$ cat src/rtl/beep_pkg.sv
// Shared types and helpers for the lift tool beep sequencer.
// Tier encodings, sequencer states and beep period derivation.
package beep_pkg;

    localparam int CNT_W = 27;

    localparam logic [2:0] TIER_LEVEL = 3'd0;
    localparam logic [2:0] TIER_1     = 3'd1;
    localparam logic [2:0] TIER_2     = 3'd2;
    localparam logic [2:0] TIER_3     = 3'd3;
    localparam logic [2:0] TIER_4     = 3'd4;

    typedef enum logic [1:0] {
        IDLE = 2'd0,
        ON   = 2'd1,
        OFF  = 2'd2
    } state_t;

    // Full beep period (ON + OFF) in clk cycles for a tier.
    function automatic logic [CNT_W-1:0] period_of(
        input logic [2:0] t,
        input int         clk_hz
    );
        logic [CNT_W-1:0] p;
        p = '0;
        case (t)
            TIER_1:  p = CNT_W'(clk_hz / 2);
            TIER_2:  p = CNT_W'(clk_hz / 3);
            TIER_3:  p = CNT_W'(clk_hz / 4);
            TIER_4:  p = CNT_W'(clk_hz / 10);
            default: p = '0;
        endcase
        return p;
    endfunction

endpackage

$ cat src/rtl/beep_rate_controller_tone.sv
// Audio tone square wave for the buzzer.
// Restartable half-period divider with a toggle flop, low outside ON.
module tone_gen #(
    parameter int TONE_DIV = 12_500
) (
    input  logic clk,
    input  logic rst,
    input  logic en,
    input  logic restart,
    output logic tone
);

    localparam int W = (TONE_DIV > 1) ? $clog2(TONE_DIV) : 1;
    localparam logic [W-1:0] RELOAD = W'(TONE_DIV - 1);

    logic [W-1:0] cnt;

    // Half-period countdown; tone starts low on every restart.
    always_ff @(posedge clk) begin
        if (rst) begin
            cnt  <= '0;
            tone <= 1'b0;
        end else if (restart) begin
            cnt  <= RELOAD;
            tone <= 1'b0;
        end else if (en) begin
            if (cnt == '0) begin
                cnt  <= RELOAD;
                tone <= ~tone;
            end else begin
                cnt <= cnt - W'(1);
            end
        end else begin
            cnt  <= '0;
            tone <= 1'b0;
        end
    end

endmodule

$ cat src/rtl/beep_rate_controller.sv
// Audible level indicator: tilt to tier with hysteresis,
// then an ON/OFF beep cadence gating a tone onto the buzzer.
module beep_rate_controller
    import beep_pkg::*;
#(
    parameter int CLK_HZ   = 50_000_000,
    parameter int TONE_DIV = 12_500,
    parameter int T1       = 5,
    parameter int T2       = 10,
    parameter int T3       = 20,
    parameter int T4       = 30,
    parameter int HYST     = 2
) (
    input  logic       clk,
    input  logic       rst,
    input  logic [7:0] tilt_mag,
    input  logic       tilt_valid,
    input  logic       mute,
    output logic [2:0] tier,
    output logic       beep_on,
    output logic       buzzer,
    output logic       busy
);

    localparam logic [7:0] T1_B = 8'(T1);
    localparam logic [7:0] T2_B = 8'(T2);
    localparam logic [7:0] T3_B = 8'(T3);
    localparam logic [7:0] T4_B = 8'(T4);
    localparam logic signed [8:0] HYST_S = 9'(HYST);

    localparam logic [CNT_W-1:0] P1 = period_of(TIER_1, CLK_HZ);
    localparam logic [CNT_W-1:0] P2 = period_of(TIER_2, CLK_HZ);
    localparam logic [CNT_W-1:0] P3 = period_of(TIER_3, CLK_HZ);
    localparam logic [CNT_W-1:0] P4 = period_of(TIER_4, CLK_HZ);

    localparam logic [CNT_W-1:0] ON1 = P1 >> 1;
    localparam logic [CNT_W-1:0] ON2 = P2 >> 1;
    localparam logic [CNT_W-1:0] ON3 = P3 >> 1;
    localparam logic [CNT_W-1:0] ON4 = P4 >> 1;

    localparam logic [CNT_W-1:0] ONE = CNT_W'(1);

    localparam logic [CNT_W-1:0] ON1_LD  = ON1 - ONE;
    localparam logic [CNT_W-1:0] ON2_LD  = ON2 - ONE;
    localparam logic [CNT_W-1:0] ON3_LD  = ON3 - ONE;
    localparam logic [CNT_W-1:0] ON4_LD  = ON4 - ONE;
    localparam logic [CNT_W-1:0] OFF1_LD = P1 - ON1 - ONE;
    localparam logic [CNT_W-1:0] OFF2_LD = P2 - ON2 - ONE;
    localparam logic [CNT_W-1:0] OFF3_LD = P3 - ON3 - ONE;
    localparam logic [CNT_W-1:0] OFF4_LD = P4 - ON4 - ONE;

    logic [2:0]             target;
    logic [7:0]             thr_cur;
    logic signed [8:0]      lower_lim;
    logic                   drop;
    logic [2:0]             tier_d;

    state_t                 state;
    state_t                 state_d;
    logic [CNT_W-1:0]       cnt;
    logic [CNT_W-1:0]       cnt_d;
    logic [2:0]             applied;
    logic [2:0]             applied_d;
    logic [CNT_W-1:0]       on_ld;
    logic [CNT_W-1:0]       off_ld;

    logic                   tone_en;
    logic                   tone_restart;

    // Target tier and the hysteresis floor of the current tier.
    always_comb begin
        target = 3'(tilt_mag >= T1_B)
               + 3'(tilt_mag >= T2_B)
               + 3'(tilt_mag >= T3_B)
               + 3'(tilt_mag >= T4_B);
        thr_cur = 8'd0;
        case (tier)
            TIER_1:  thr_cur = T1_B;
            TIER_2:  thr_cur = T2_B;
            TIER_3:  thr_cur = T3_B;
            TIER_4:  thr_cur = T4_B;
            default: thr_cur = 8'd0;
        endcase
        lower_lim = $signed({1'b0, thr_cur}) - HYST_S;
        drop = (target < tier)
            && ($signed({1'b0, tilt_mag}) < lower_lim);
        tier_d = tier;
        if (tilt_valid && ((target > tier) || drop)) begin
            tier_d = target;
        end
    end

    // Tracked tier register, updated only from valid samples.
    always_ff @(posedge clk) begin
        if (rst) begin
            tier <= TIER_LEVEL;
        end else begin
            tier <= tier_d;
        end
    end

    // Phase reload values: ON from the tracked tier, OFF from the applied one.
    always_comb begin
        on_ld = '0;
        case (tier)
            TIER_1:  on_ld = ON1_LD;
            TIER_2:  on_ld = ON2_LD;
            TIER_3:  on_ld = ON3_LD;
            TIER_4:  on_ld = ON4_LD;
            default: on_ld = '0;
        endcase
        off_ld = '0;
        case (applied)
            TIER_1:  off_ld = OFF1_LD;
            TIER_2:  off_ld = OFF2_LD;
            TIER_3:  off_ld = OFF3_LD;
            TIER_4:  off_ld = OFF4_LD;
            default: off_ld = '0;
        endcase
    end

    // Sequencer next state, phase counter and applied-tier latch.
    always_comb begin
        state_d   = state;
        cnt_d     = cnt;
        applied_d = applied;
        unique case (state)
            IDLE: begin
                if (!mute && (tier != TIER_LEVEL)) begin
                    applied_d = tier;
                    cnt_d     = on_ld;
                    state_d   = ON;
                end
            end
            ON: begin
                if (mute) begin
                    cnt_d   = '0;
                    state_d = IDLE;
                end else if (cnt == '0) begin
                    cnt_d   = off_ld;
                    state_d = OFF;
                end else begin
                    cnt_d = cnt - ONE;
                end
            end
            OFF: begin
                if (mute) begin
                    cnt_d   = '0;
                    state_d = IDLE;
                end else if (cnt == '0) begin
                    applied_d = tier;
                    if (tier == TIER_LEVEL) begin
                        cnt_d   = '0;
                        state_d = IDLE;
                    end else begin
                        cnt_d   = on_ld;
                        state_d = ON;
                    end
                end else begin
                    cnt_d = cnt - ONE;
                end
            end
            default: begin
                cnt_d   = '0;
                state_d = IDLE;
            end
        endcase
    end

    // Sequencer state and registered beep_on/busy outputs.
    always_ff @(posedge clk) begin
        if (rst) begin
            state   <= IDLE;
            cnt     <= '0;
            applied <= TIER_LEVEL;
            beep_on <= 1'b0;
            busy    <= 1'b0;
        end else begin
            state   <= state_d;
            cnt     <= cnt_d;
            applied <= applied_d;
            beep_on <= (state_d == ON);
            busy    <= (state_d != IDLE);
        end
    end

    assign tone_en      = (state_d == ON);
    assign tone_restart = (state_d == ON) && (state != ON);

    tone_gen #(
        .TONE_DIV (TONE_DIV)
    ) u_tone (
        .clk     (clk),
        .rst     (rst),
        .en      (tone_en),
        .restart (tone_restart),
        .tone    (buzzer)
    );

endmodule

$ cat config.mk
export PLATFORM = sky130hd
export DESIGN_NAME = beep_rate_controller
export DESIGN_NICKNAME = d
export VERILOG_FILES = /design/src/rtl/beep_pkg.sv /design/src/rtl/beep_rate_controller_tone.sv /design/src/rtl/beep_rate_controller.sv
export SDC_FILE = /design/constraint.sdc
export NUM_CORES = 1
export LEC_CHECK = 0
export ABC_AREA = 1
export BUFFER_PORTS_ARGS = -buffer_cell sky130_fd_sc_hd__buf_2
export CORE_AREA = 2 2 84 86
export DETAILED_ROUTE_END_ITERATION = 8
export DIE_AREA = 0 0 86 88
export PLACE_DENSITY = 0.81
export SYNTH_ARGS = -nofsm -noshare
export SYNTH_HDL_FRONTEND = slang
export SYNTH_SLANG_ARGS = --single-unit
$ cat constraint.sdc
create_clock -name clk -period 3.25 [get_ports clk]
set_input_delay 0 -clock clk [delete_from_list [all_inputs] [get_ports clk]]
set_output_delay 0 -clock clk [all_outputs]
set_load 0.02 [all_outputs]
---- After elaboration in Yosys (flattened, before gate mapping) ----
Index checks and enable logic that the tools add are counted.
storage, ports and cells
  bits in latches ......................... 0
  register bits after elaboration ......... 52
  memories kept ........................... 0
  output and inout bits ................... 6
  memory bits (writable) .................. 0
  logic and storage cells ................. 79
  bits in read-only memories .............. 0
operators by class
  equality and inequality tests ........... 15
  shifts and indexed selects .............. 0
  $add $sub $neg .......................... 6
  muxes and demuxes ....................... 24
  multipliers ............................. 0
  div/mod/pow operators ................... 0
  bitwise logic cells ..................... 2
  $lt $le $gt $ge ......................... 7
  reductions and logical operators ........ 16
operator list
  kind                   number
  $pmux 24 s4            2
  $mux 27                6
  $pmux 27 s3            1
  $mux 14                3
  $logic_not 27->1       1
  $sub 27x1->27 const B  1
  $pmux 5 s4             1
  $ge 8x5->1 const B     2
  $logic_not 14->1       1
  $sub 14x1->14 const B  1
  $eq 3x2->1 const B     4
  $mux 2                 5
  $lt 9x9->1             1
  $mux 3                 3
  $sub 8x2->9 const B    1
  $ge 8x3->1 const B     1
  $ge 8x4->1 const B     1
  $eq 3x1->1 const B     2
  $eq 3x3->1 const B     2
  $ne 2x2->1 const B     3
  $pmux 2 s3             1
  $pmux 3 s2             1
  $eq 2x1->1 const B     2
  $logic_and 1x1->1      4
  18 further kinds       20

---- Depth between registers and ports, before layout ----
Gate-level depths: netlist of the first run.
  depth in word-level cells ............... 8
  depth in mapped cells ................... 16
  gate-level depth less buffers ........... 16

---- Cells and area by module ----
From an unflattened synthesis of the first run, not the netlist that was laid out.
unflattened totals
  cell total of the unflattened synthesis .. 664
  area total of the unflattened synthesis .. 4202.8 sq um
modules (own cells, without submodules)
  module                cells an instance  times used  area an instance (sq um)
  beep_rate_controller  544                1           3337.0
  tone_gen              120                1           865.8

---- Worst setup path before layout of the first run ----
No wires, ideal clock.
  kind .................................... flip-flop to flip-flop
  start point ............................. register tier[0]
  end point ............................... register tier[0]
  period minus slack after synthesis ...... 2.620 ns
  stages on the path, launching flop included .. 16
  data arrival time ....................... 2.506 ns
  path slack .............................. 0.630 ns
  cells stage by stage .................... dfxtp_1 > inv_1 > nand2_1 > nor2_1 > nor2_1 > ha_1 > ha_1 > ha_1 > a21oi_1 > o21ai_0 > nand2_1 > nand3_1 > o21ai_0 > nand3_1 > nor2_1 > nor2_1
between the ends
  word-level cells in the longest chain between the ends .. 7
  elaborated cells between the ends (all ways) .. 12
  those cells by class .................... add/sub: 1; order compare: 3; eq/ne: 4; mux: 1; reduce/logical: 3
ends and longest elaborated chain
  element                             RTL line                    RTL
  from (decl)                         beep_rate_controller.sv:19  output logic [2:0] tier,
  from (signal assigned)              beep_rate_controller.sv:98  tier <= tier_d;
  $eq 3x3->1 (tied with other cells)  beep_rate_controller.sv:77  case (tier)
  $pmux 5 s4                          beep_rate_controller.sv:77
  $sub 8x2->9                         beep_rate_controller.sv:84  lower_lim = $signed({1'b0, thr_cur}) - HYST_S;
  $lt 9x9->1                          beep_rate_controller.sv:86  && ($signed({1'b0, tilt_mag}) < lower_lim);
  $logic_and 1x1->1                   beep_rate_controller.sv:86
  $logic_or 1x1->1 *                  beep_rate_controller.sv:88  if (tilt_valid && ((target > tier) || drop)) begin
  $logic_and 1x1->1 *                 beep_rate_controller.sv:88
Mark *: on every way between the ends. The rest lies on a longest branch, timed or not.
A chain may end at the register's enable or synchronous reset.

---- Worst setup path after layout of the first run ----
  start point ............................. register tier[2]
  end point ............................... register tier[2]
The elaborated chain is that of the path after synthesis.

==> results of run 1 <==
==> worst max-delay path, cell delays in order (launching register included) <==
cell     delay, ps
dfxtp_1        440
inv_2           90
nor2_1         300
nor2_1         170
ha_1           240
ha_1           280
ha_1           300
a21oi_1        130
o21ai_0         90
nand2_1         60
nand3_1         80
o21ai_0        160
nand3_1        200
nand2_1        120
nand2_1         60
nor2_1         100
==> cell families after synthesis <==
| family | share of synthesized area, % |
|---|---|
| AO/OA/AOI/OAI | 11.6 |
| buffers and inverters | 9.28 |
| flip-flops | 26.5 |
| adder cells (fa/ha/maj) | 6.57 |
| XOR/XNOR | 4.69 |
| AND/OR/NAND/NOR | 41.3 |
==> final cells by class <==
| class | instances | share of cell area [%] |
|---|---|---|
| clock buffers | 5 | 1.67 |
| clock inverters | 3 | 0.697 |
| inverters | 69 | 6.30 |
| multi-input cells | 490 | 61.1 |
| flip-flops and latches | 52 | 25.2 |
| well taps | 80 | 2.42 |
| repair buffers | 20 | 2.61 |
==> stage by stage <==
| step | hold slack (ps) | instances | util [%] | setup WS, ps | cell area (um^2) |
|---|---|---|---|---|---|
| after global placement | 417 | 711 | 60.6 | 514 | 4030 |
| after detailed placement | 417 | 711 | 60.6 | 314 | 4030 |
| final | 147 | 719 | 62.1 | 385 | 4130 |
| after global routing | 187 | 719 | 62.1 | 21.6 | 4130 |
| after CTS | 142 | 719 | 62.1 | 402 | 4130 |
| after floorplan | 184 | 627 | - | 630 | 3920 |
==> routing by layer <==
layer | up-vias | share of wire [%] | track usage (%)
met3 | 22 | 7.1 | 4.71
met1 | 1815 | 44 | 37.2
met5 | - | 0 | 0
met2 | 154 | 46 | 49.1
li1 | 2035 | - | -
met4 | 0 | 2.6 | 11.5
==> placed cells by master, fill, tap and decap left out, types with 2 or more instances in the layout <==
cell type,netlist,layout
inv_1,64,64
ha_1,19,19
a21oi_1,37,37
dfxtp_1,52,52
inv_2,3,3
a21oi_2,8,8
nor2_2,13,14
nor3_1,8,8
buf_2,5,17
nand2_2,5,5
nor2_1,84,83
nor2_4,3,3
o21ai_0,25,25
inv_6,0,2
nand3_1,51,51
o21a_1,2,2
xor2_1,13,13
nand2_1,180,180
nand3_2,3,3
nand4_1,11,11
nand3b_1,4,4
o21ai_1,4,4
buf_4,1,3
clkbuf_8,0,5
xnor2_1,8,8
==> how the worst max path moves through the flow <==
stage | from | endpoint | slack, ps | depth (start not counted)
floorplan | tier[0] | tier[0] | 630 | 15
global placement | tilt_mag[7] | tier[1] | 510 | 16
detailed placement | tilt_mag[7] | tier[2] | 310 | 17
CTS | tier[0] | tier[2] | 400 | 16
global route | tier[0] | tier[2] | 20 | 16
finish | tier[2] | tier[2] | 390 | 15
==> flip-flops by register name, summed over array words and instances, names as in the netlist <==
name	cells
cnt	27
u_tone.tone	1
tier	3
busy	1
u_tone.cnt	14
beep_on	1
applied	3
state	2
==> metrics.yaml, run 1 <==
synth:
  yosys_warnings: 0
  syn_nets: 659
  yosysTopAreaCell: "dfxtp_1"
  synthCells: 627
  synth_commonest_cells: "180 x nand2_1, 84 x nor2_1, 64 x inv_1, 52 x dfxtp_1, 51 x nand3_1"
  synth-seq-cells: 52
  yosysTopAreaCellShare_pct: 26.5
  synthMostInstantiatedCell: "nand2_1"
  yosysUniqueCellTypes: 41
  synth_edf_count: 0
  async_flop_share_pct: 0
  ys_seq_area_share_pct: 26.5
  yosys-top-cells-area: "dfxtp_1 27%, nand2_1 17%, nor2_1 8.0%, nand3_1 6.5%, inv_1 6.1%"
  yosys_most_used_dff: "dfxtp_1"
  syn_area_um2: 3920
  syn_area_per_cell_um2: 6.26
min_path:
  min-delay-start: "tilt_valid"
  hold_path_depth: 4
  holdCritPathClass: "primary input to register"
  min_to: "tier[1]"
clock_network:
  cts_root_buf: "clkbuf_8"
  tritoncts: "yes"
  cts_made_buffers: 5
  cts_buffer_depth: 2
  clock-sinks: 52
  htree_levels: 2
  post_cts_buffers: 0
  ctsHoldBuffers: 0
  clk_latency_ps: 320
  clkTransAtPathRegs_ps: 100
  cts_resized: 0
layout:
  seq_area_um2: 1040
  area_growth_pct: 5.20
  layout.nets: 670
  multi_input_area_um2: 2520
  drive_gt1_share_pct: 11.1
  diodes: 0
  fill_cells: 629
sta:
  worstMarginPinSlew_ps: 736
  fin_worst_skew_ps: 7.81
  setup_violations: 0
  fin_crit_sh_pct: 88.1
  timing.fmax_ghz: 0.349
  maxSlewHeadroom_pct: 50.6
  layout_min_cycle_time_ps: 2860
  rsz0062_at_grt: "no"
  drv_slew: 0
  hold_viol_final: 0
  fin_setup_tns_ps: 0
critical_path:
  crit_fanout: 6
  r2r_slack_ps: 390
  arrival_ps: 3130
  reg2reg_from: "tier[2]"
  startpoint_type: "register"
  reg2reg_to: "tier[2]"
  worst_r2r_path_depth: 15
  critPathKind: "register to register"
  end_kind: "register"
  cp.required_ps: 3510
die:
  die_h_um: 88
  core_area_um2: 6640
  row_count: 30
  io_pins: 18
  initial_core_util_pct: 59.1
  die_w_um: 86
  fp.dieArea_um2: 7570
route:
  wl_mm: 10.3
  via_per_inst: 5.60
  dr_total_vias: 4026
  drtAntennaViolNets: 0
  wl_per_cell_um: 14.3
  drc: 0
  first_pass_iters: 5
  drtIter0Drc: 311
outcome:
  outcome: "completed"
global_route:
  grt_pass1_vias: 3782
  antenna_found_initial: 0
  grt_pass1_wl_mm: 17.5
  grtUsageTotal_pct: 29.1
  grt_max_degree: 28
  grt_remaining_overflow: 0
place:
  gp_congestion: 0.984
  hpwl_mm: 7.68
  io_buffers: 17
job:
  maxCapViolCount: 0
Power of run 1 is left out: the tool's default activity adds up to more than one toggle a clock period on the data nets, which glitch-free logic cannot reach.
==> run 2: changes to the inputs <==
--- a/config.mk
+++ b/config.mk
@@ -10,6 +10,7 @@
 export CORE_AREA = 2 2 84 86
 export DETAILED_ROUTE_END_ITERATION = 8
 export DIE_AREA = 0 0 86 88
+export MAX_ROUTING_LAYER = met4
 export PLACE_DENSITY = 0.81
 export SYNTH_ARGS = -nofsm -noshare
 export SYNTH_HDL_FRONTEND = slang
==> run 2 against run 1 <==
Against the previous run:
- setup slack better by 59 ps
- highest routed layer unchanged
- fmax up 2.1%
- clock skew is 4.5 ps higher
- register-to-register slack better by 60 ps
- flip-flop and latch count did not move
- count of clock-buffer cells in the layout is the same
- worst hold slack worse by 2.5 ps
- die area unchanged
- routed wire length is 3.1% lower
==> metrics.yaml, run 2 (synthesis results as in run 1) <==
clock_network:
  tritoncts: "yes"  # unchanged
  cts_made_buffers: 5  # unchanged
  htree_levels: 2  # unchanged
  clkTransAtPathRegs_ps: 110  # was 100 ps
  cts_resized: 0  # unchanged
  cts_root_buf: "clkbuf_8"  # unchanged
  post_cts_buffers: 0  # unchanged
  ctsHoldBuffers: 0  # unchanged
  clock-sinks: 52  # unchanged
  clk_latency_ps: 320  # about the same
  cts_buffer_depth: 2  # unchanged
route:
  drtIter0Drc: 361  # was 311
  wl_per_cell_um: 13.9  # was 14.3 um
  first_pass_iters: 5  # unchanged
  drtAntennaViolNets: 0  # unchanged
  drc: 0  # unchanged
  wl_mm: 9.98  # was 10.3 mm
  dr_total_vias: 3952  # was 4026
  via_per_inst: 5.50  # was 5.60
die:
  row_count: 30  # unchanged
  fp.dieArea_um2: 7570  # unchanged
  die_h_um: 88  # unchanged
  io_pins: 18  # unchanged
  die_w_um: 86  # unchanged
  initial_core_util_pct: 59.1  # unchanged
  core_area_um2: 6640  # unchanged
global_route:
  grt_remaining_overflow: 0  # unchanged
  grtUsageTotal_pct: 28.6  # was 29.1%
  antenna_found_initial: 0  # unchanged
  grt_max_degree: 28  # unchanged
  grt_pass1_wl_mm: 16.8  # was 17.5 mm
  grt_pass1_vias: 3636  # was 3782
critical_path:
  critPathKind: "register to register"  # unchanged
  reg2reg_from: "tier[0]"  # was tier[2]
  crit_start: "tier[0]"  # was tier[2]
  startpoint_type: "register"  # unchanged
  arrival_ps: 3020  # was 3130 ps
  cp.required_ps: 3460  # was 3510 ps
  end_kind: "register"  # unchanged
  reg2reg_to: "tier[0]"  # was tier[2]
  worst_r2r_path_depth: 15  # unchanged
  crit_fanout: 7  # was 6
  r2r_slack_ps: 440  # was 390 ps
sta:
  maxSlewHeadroom_pct: 45.8  # was 50.6%
  fin_worst_skew_ps: 12.3  # was 7.81 ps
  timing.fmax_ghz: 0.356  # was 0.349 GHz
  fin_crit_sh_pct: 86.3  # was 88.1%
  fin_setup_tns_ps: 0  # unchanged
  hold_viol_final: 0  # unchanged
  worstMarginPinSlew_ps: 809  # was 736 ps
  rsz0062_at_grt: "no"  # unchanged
  drv_slew: 0  # unchanged
  setup_violations: 0  # unchanged
  layout_min_cycle_time_ps: 2810  # was 2860 ps
layout:
  layout.nets: 669  # was 670
  reg.largest.list: "cnt (27), u_tone.cnt (14)"  # unchanged
  area_growth_pct: 4.88  # was 5.20%
  drive_gt1_share_pct: 10.8  # was 11.1%
  regMostFlops: "cnt"  # unchanged
  diodes: 0  # unchanged
  final_common_cell: "nand2_1"  # unchanged
  layout_common_cells: "180 x nand2_1, 84 x nor2_1, 64 x inv_1"  # was 180 x nand2_1, 83 x nor2_1, 64 x inv_1
  fill_cells: 623  # was 629
  largest_reg_flops: 27  # unchanged
job:
  maxCapViolCount: 0  # unchanged
min_path:
  min_to: "state[1]"  # was tier[1]
  hold_path_depth: 4  # unchanged
  min-delay-start: "mute"  # was tilt_valid
  holdCritPathClass: "primary input to register"  # unchanged
outcome:
  outcome: "completed"  # unchanged
place:
  hpwl_mm: 7.50  # was 7.68 mm
  gp_congestion: 0.975  # was 0.984
  io_buffers: 17  # unchanged
run 2: cell types whose count changed in the layout (fill, tap and decap cells not counted):
| cell | before | now |
|---|---|---|
| clkinv_4 | 0 | 1 |
| inv_8 | 1 | 0 |
| nor2_1 | 83 | 84 |
| buf_4 | 3 | 2 |
| nor2_2 | 14 | 13 |
run 2: layout make-up:
| class | count | area [um^2] | share of cell area, % |
|---|---|---|---|
| clock inverters | 3 | 26.3 | 0.638 |
| flip-flops and latches | 52 | 1040 | 25.3 |
| clock buffers | 5 | 68.8 | 1.67 |
| multi-input cells | 490 | 2520 | 61.2 |
| repair buffers | 19 | 100 | 2.43 |
| inverters | 69 | 260 | 6.32 |
| well taps | 80 | 100 | 2.43 |
run 2: worst max path at each step:
stage | end | slack, ps
after floorplan | tier[0] | 630
after global placement | tier[1] | 500
after detailed placement | tier[0] | 340
after CTS | tier[0] | 420
after global routing | tier[1] | 120
final | tier[0] | 440
run 2: stage by stage:
stage	worst slack (ps)	std cells	hold slack [ps]	util (%)	area, um^2
floorplan	630	627	184	-	3920
global placement	501	710	417	60.5	4020
detailed placement	338	710	418	60.5	4020
CTS	417	718	126	61.9	4120
global route	122	718	160	61.9	4120
finish	444	718	144	61.9	4120
run 2: layer usage:
layer	routed length [um]	share of wire [%]	GRT usage [%]	vias up
met1	4500	45	37.5	1765
met2	4560	46	46.6	140
li1	-	-	-	2025
met5	0	0	-	-
met4	290	2.9	8.80	0
met3	628	6.3	3.02	22
run 2: worst max-delay path: stages (launching register included):
cell and delay (ps):
dfxtp_1 420, inv_1 100, nand2_1 90, nor2_1 90
nor2_1 340, ha_1 250, ha_1 240, ha_1 290
a21oi_1 120, o21ai_0 90, nand2_1 60, nand3_1 70
o21ai_0 150, nand3_1 200, nor2_1 140, nor2_1 50
Power of run 2 is left out for the same reason.
